[src/rtl/coarse_ctrl_sequencer.sv]
// Coarse channeliser control sequencer: decodes the software control word,
// arms/gates the sync pulse into the FFT datapath and keeps status counters.
module coarse_ctrl_sequencer #(
    parameter int unsigned HOLDOFF_CYCLES = 16,
    parameter int unsigned SHIFT_W        = 12
) (
    input  logic               OPB_Clk,
    input  logic               OPB_Rst,
    input  logic [31:0]        ctrl_word,
    input  logic               sync_in,
    input  logic               fft_of,
    output logic               sync_out,
    output logic [SHIFT_W-1:0] fft_shift,
    output logic               dp_rst,
    output logic               armed,
    output logic [7:0]         sync_cnt,
    output logic [15:0]        of_cnt,
    output logic [31:0]        status_word
);

    typedef enum logic [1:0] {
        IDLE    = 2'd0,
        ARMED   = 2'd1,
        FIRE    = 2'd2,
        HOLDOFF = 2'd3
    } state_t;

    localparam logic [15:0] HOLD_LOAD = 16'(HOLDOFF_CYCLES - 1);

    state_t             state, state_nxt;
    logic               pending, pending_nxt;
    logic [15:0]        hold_cnt, hold_nxt;
    logic [SHIFT_W-1:0] shift_stage, stage_nxt;
    logic [SHIFT_W-1:0] shift_nxt;
    logic [1:0]         cmd_q;
    logic               arm_e, clr_e;
    logic [SHIFT_W-1:0] shift_in;
    logic               unused_bits;

    assign arm_e       = ctrl_word[0] & ~cmd_q[0];
    assign clr_e       = ctrl_word[1] & ~cmd_q[1];
    assign shift_in    = ctrl_word[4 +: SHIFT_W];
    assign unused_bits = ^{ctrl_word[30:4+SHIFT_W], ctrl_word[3:2]};

    assign sync_out = (state == FIRE);
    assign armed    = (state == ARMED);

    always_comb begin
        state_nxt   = state;
        pending_nxt = pending;
        hold_nxt    = hold_cnt;
        stage_nxt   = shift_stage;
        shift_nxt   = fft_shift;
        // The level reset of the datapath overrides every sequencing decision.
        if (ctrl_word[31]) begin
            state_nxt   = IDLE;
            pending_nxt = 1'b0;
        end else begin
            unique case (state)
                IDLE: begin
                    if (arm_e) begin
                        stage_nxt = shift_in;
                        state_nxt = ARMED;
                    end
                end
                ARMED: begin
                    if (arm_e) stage_nxt = shift_in;
                    if (sync_in) begin
                        state_nxt = FIRE;
                        shift_nxt = arm_e ? shift_in : shift_stage;
                    end
                end
                FIRE: begin
                    hold_nxt  = HOLD_LOAD;
                    state_nxt = HOLDOFF;
                end
                HOLDOFF: begin
                    if (arm_e) begin
                        pending_nxt = 1'b1;
                        stage_nxt   = shift_in;
                    end
                    if (hold_cnt == 16'd0) begin
                        state_nxt   = (pending || arm_e) ? ARMED : IDLE;
                        pending_nxt = 1'b0;
                    end else begin
                        hold_nxt = hold_cnt - 16'd1;
                    end
                end
            endcase
        end
    end

    always_ff @(posedge OPB_Clk or posedge OPB_Rst) begin
        if (OPB_Rst) begin
            state       <= IDLE;
            pending     <= 1'b0;
            hold_cnt    <= '0;
            shift_stage <= '1;
            fft_shift   <= '1;
            cmd_q       <= '0;
            dp_rst      <= 1'b0;
        end else begin
            state       <= state_nxt;
            pending     <= pending_nxt;
            hold_cnt    <= hold_nxt;
            shift_stage <= stage_nxt;
            fft_shift   <= shift_nxt;
            cmd_q       <= ctrl_word[1:0];
            dp_rst      <= ctrl_word[31];
        end
    end

    // A clear command beats any increment landing on the same edge.
    always_ff @(posedge OPB_Clk or posedge OPB_Rst) begin
        if (OPB_Rst) begin
            sync_cnt    <= '0;
            of_cnt      <= '0;
            status_word <= '0;
        end else begin
            if (clr_e)              sync_cnt <= '0;
            else if (state == FIRE) sync_cnt <= sync_cnt + 8'd1;
            if (clr_e)                            of_cnt <= '0;
            else if (fft_of && of_cnt != 16'hFFFF) of_cnt <= of_cnt + 16'd1;
            status_word <= {of_cnt, sync_cnt, 5'b0, pending, state};
        end
    end

endmodule

[config.mk]
export PLATFORM = sky130hd
export DESIGN_NAME = coarse_ctrl_sequencer
export DESIGN_NICKNAME = d
export VERILOG_FILES = /design/src/rtl/coarse_ctrl_sequencer.sv
export SDC_FILE = /design/constraint.sdc
export NUM_CORES = 1
export LEC_CHECK = 0
export ABC_CLOCK_PERIOD_IN_PS = 7970
export BUFFER_PORTS_ARGS = -buffer_cell sky130_fd_sc_hd__buf_2
export CAP_MARGIN = 20
export CORE_MARGIN = 10
export CORE_UTILIZATION = 57
export CTS_CLUSTER_SIZE = 10
export DETAILED_ROUTE_END_ITERATION = 6
export PLACE_DENSITY_LB_ADDON = 0.25
export SYNTH_ARGS = -nofsm -noshare
export SYNTH_HDL_FRONTEND = slang
export SYNTH_SLANG_ARGS = --single-unit
[constraint.sdc]
create_clock -name OPB_Clk -period 7.97 [get_ports OPB_Clk]
set_input_delay 1.1955 -clock OPB_Clk [delete_from_list [all_inputs] [get_ports OPB_Clk]]
set_output_delay 1.1955 -clock OPB_Clk [all_outputs]
set_load 0.01 [all_outputs]
==> metrics.txt <==
crit-path max FO=11; row cnt=31; placement-stage cell area=~4800 µm²; DRT antenna net count=0; CP Capture Type=output pin; global-route usage over all layers=0.1667; final WL=9.298 mm; largest net degree at the start of global routing=63; proportion of register bits with asynchronous set or reset after synthesis=1.000; global route overflow=0; cell at the slowest stage of the critical path=sky130_fd_sc_hd__ha_1; chip height=between 100 and 150 µm; fraction of final layout cells sized beyond drive strength 1=0.3143; RD Place Congestion=0.8481; Root Buffer Master=sky130_fd_sc_hd__clkbuf_8; worst setup path class=reg2out; Die Width=around 110 µm; Final Skew=between 0.01 and 0.015 ns; Worst setup SP type=register; final-report max-slew violation count=0; TritonCTS clock tree=done; Die Outline Area=about 11000 µm²; cell with the most instances after synthesis=sky130_fd_sc_hd__dfrtp_1; total inserted antenna cells=0; fraction of the yosys area taken by sequential cells=0.5723; number of synthesized register bits=between 90 and 100; Syn Std Cell Area=4294 µm²; Post-DP HPWL=around 6.7 mm; Relative slew margins=0.2949; relative area change from synthesis to final layout=16.49%; final number of hold-violating endpoints=0; result of the run=complete, no violations; Max stage delay on crit path=approximately 0.46 ns; Post-CTS Setup Bufs=0; worst setup path startpoint=state[0]$_DFFE_PP0P_; I/O pin total=107; Tightest Hold Check Type=reg2reg; clock latency reported for the late side of the worst-skew pair=0.36 ns; synthesized area divided by synthesized cell count=between 10 and 15 µm²; number of violations reported at the end of detailed-routing iteration 0=172; Final TNS setup=0 ns; number of H-tree levels=3; share of the core filled with cells=0.6860; critical path data arrival time=1.62 ns; non-filler instance count after layout=around 570; antenna violations before repair=0; detailed-route DRC error count=0; critical path cell sequence=inv_1 > ha_1 > buf_2; most common library cells after synthesis=sky130_fd_sc_hd__dfrtp_1 (73), sky130_fd_sc_hd__nand2_1 (31), sky130_fd_sc_hd__o21ai_0 (26); clk sink count=97; worst endpoint required time=slightly below 7 ns; setup repair after global routing missed its margin=no; initial cell density of the core=0.5889; startpoint of the most critical hold path=pending$_DFFE_PP0P_; ranking of synthesized cells by area=sky130_fd_sc_hd__dfrtp_1 (43%), sky130_fd_sc_hd__dfstp_2 (15%), sky130_fd_sc_hd__mux2i_1 (4.4%), sky130_fd_sc_hd__mux2_2 (3.1%), sky130_fd_sc_hd__o21ai_0 (3.0%); Final setup viols=0; worst-case vdd ir drop=0.1533 mV; CTS buffer count=9; CTS clock-pin slew for the worst setup and hold paths=about 0.1 ns; average wire per cell in the routed design=around 16 µm; number of port buffers=84; standby leakage power=roughly 0.0024 µW; transition at the pin with the smallest max-transition slack=roughly 1.0 ns; Power Dens Cells=238.0 nW/µm²; Yosys warning total=0; Reg2Reg Launch Point=hold_cnt[0]$_DFFE_PP0P_; Net count, final=around 510; number of buffer and inverter instances along the worst setup path=2; count of flip-flops with a built-in enable after synthesis=0; via/cell ratio=5.684; Period minus WS final=approximately 2.8 ns; total number of vias=3257; CP delay by family, top=adder cells; highest clock frequency the design can meet=about 0.36 GHz; count of mapped cells out of synthesis=slightly below 400; Yosys top cell area share=0.4254; via count of the first global-routing pass=between 3000 and 4000; Resized cells post-CTS=0; core region area=7292 µm²; main flop type after synthesis=sky130_fd_sc_hd__dfrtp_1; number of buffers on the longest clock path=2; DRT Pass-1 Iters=4; hold buffer count at CTS=0; max-cap check violation count=0; cell type with the largest total area after synthesis=sky130_fd_sc_hd__dfrtp_1; global-route wire length before repair=between 15 and 20 mm; post-route cell area=5002 µm²; count of distinct cell types in the synthesized netlist=between 40 and 50; dpl cells=~560; portion of the clock cycle consumed by the worst path in the final layout=0.3531
==> cell usage in the layout, fill, tap and decap left out, drive strengths merged, types with 2 or more instances in the layout <==
master,netlist,final
buf,6,89
dfrtp,73,73
nand2,31,31
o21ai,26,26
dfstp,24,24
a21oi,20,20
mux2i,19,19
nor2,15,15
or3,13,13
mux2,12,12
nand3,11,11
nand2b,11,11
nor4,11,11
nand4,10,10
nor3,10,10
or4,10,10
clkbuf,16,10
inv,8,9
ha,7,7
o31ai,6,6
a31oi,5,5
conb,1,5
clkinv,0,5
and4,4,4
and3,4,4
xor2,4,4
nor2b,3,3
nand3b,3,3
a211oi,3,3
o41ai,3,3
o211ai,2,2
o311ai,2,2
a311oi,2,2
a21o,2,2
==> layout make-up <==
| type | instances | area [µm²] |
|---|---|---|
| multi-input cells | 264 | 1725 |
| clock buffers | 10 | 148.9 |
| repair buffers | 89 | 455.4 |
| fillers | 597 | 2290 |
| inverters | 8 | 31.28 |
| flip-flops and latches | 97 | 2457 |
| well taps | 99 | 123.9 |
| clock inverters | 6 | 60.06 |
==> logic make-up after synthesis <==
| kind of cell | synth area share |
|---|---|
| simple gates | 0.1853 |
| flops | 0.5723 |
| compound gates | 0.1043 |
| mux | 0.07576 |
| buf+inv | 0.03088 |
| fa+ha+maj | 0.02040 |
| xor+xnor | 0.01020 |
| other cells | 0.0008733 |
==> registers in the layout, summed over array words and instances, names as in the netlist <==
signal and cells:
cmd_q 2, of_cnt 16, shift_stage 12, sync_cnt 8
status_word 27, fft_shift 12, pending 1, hold_cnt 16
dp_rst 1, state 2
==> layer usage <==
metal | routed length (µm) | share of wire | global-route usage | up-vias
met2 | 4459 | 0.48 | 0.2656 | 96
met1 | 4024 | 0.43 | 0.2080 | 1585
met5 | 0 | 0 | 0 | -
met4 | 89 | 0.0096 | 0.05609 | 0
met3 | 725 | 0.078 | 0.05629 | 7
li1 | - | - | - | 1569
==> worst paths after layout <==
| check | end | slack [ns] | depth (start not counted) |
|---|---|---|---|
| max | sync_out | 5.16 | 3 |
| min in group asynchronous | status_word[24]$_DFF_PP0_ | 0.86 | 2 |
| max in group asynchronous | sync_cnt[7]$_DFFE_PP0P_ | 5.94 | 3 |
| min | status_word[2]$_DFF_PP0_ | 0.42 | 0 |
| max reg2reg | hold_cnt[1]$_DFFE_PP0P_ | 5.29 | 6 |
| min reg2reg | status_word[2]$_DFF_PP0_ | 0.42 | 0 |
==> worst register-to-register path: stages (launching register included) <==
cell and delay [ns]:
sky130_fd_sc_hd__dfrtp_1 0.42, sky130_fd_sc_hd__inv_1 0.12, sky130_fd_sc_hd__ha_1 0.26, sky130_fd_sc_hd__or4b_2 0.64
sky130_fd_sc_hd__nor4_2 0.76, sky130_fd_sc_hd__nor3_1 0.11, sky130_fd_sc_hd__a311oi_1 0.27
==> through the flow <==
stage / hold slack (ns) / power (µW) / setup slack [ns]
floorplan: 0.3759 / 798.3 / 4.280
global placement: 0.3942 / 869.2 / 5.241
detailed placement: 0.4017 / 883.9 / 5.184
CTS: 0.4236 / 1203 / 5.155
global route: 0.4391 / 1264 / 5.082
finish: 0.4215 / 1191 / 5.156
==> where the power goes <==
part	internal [µW]	switching (µW)	leakage, µW	total (µW)
registers	595	50.7	0.00124	645
clock network	139	180	0.000107	319
logic	95.7	130	0.00103	226
total	830	361	0.00237	1190
Power figures use the tool's default switching activity.
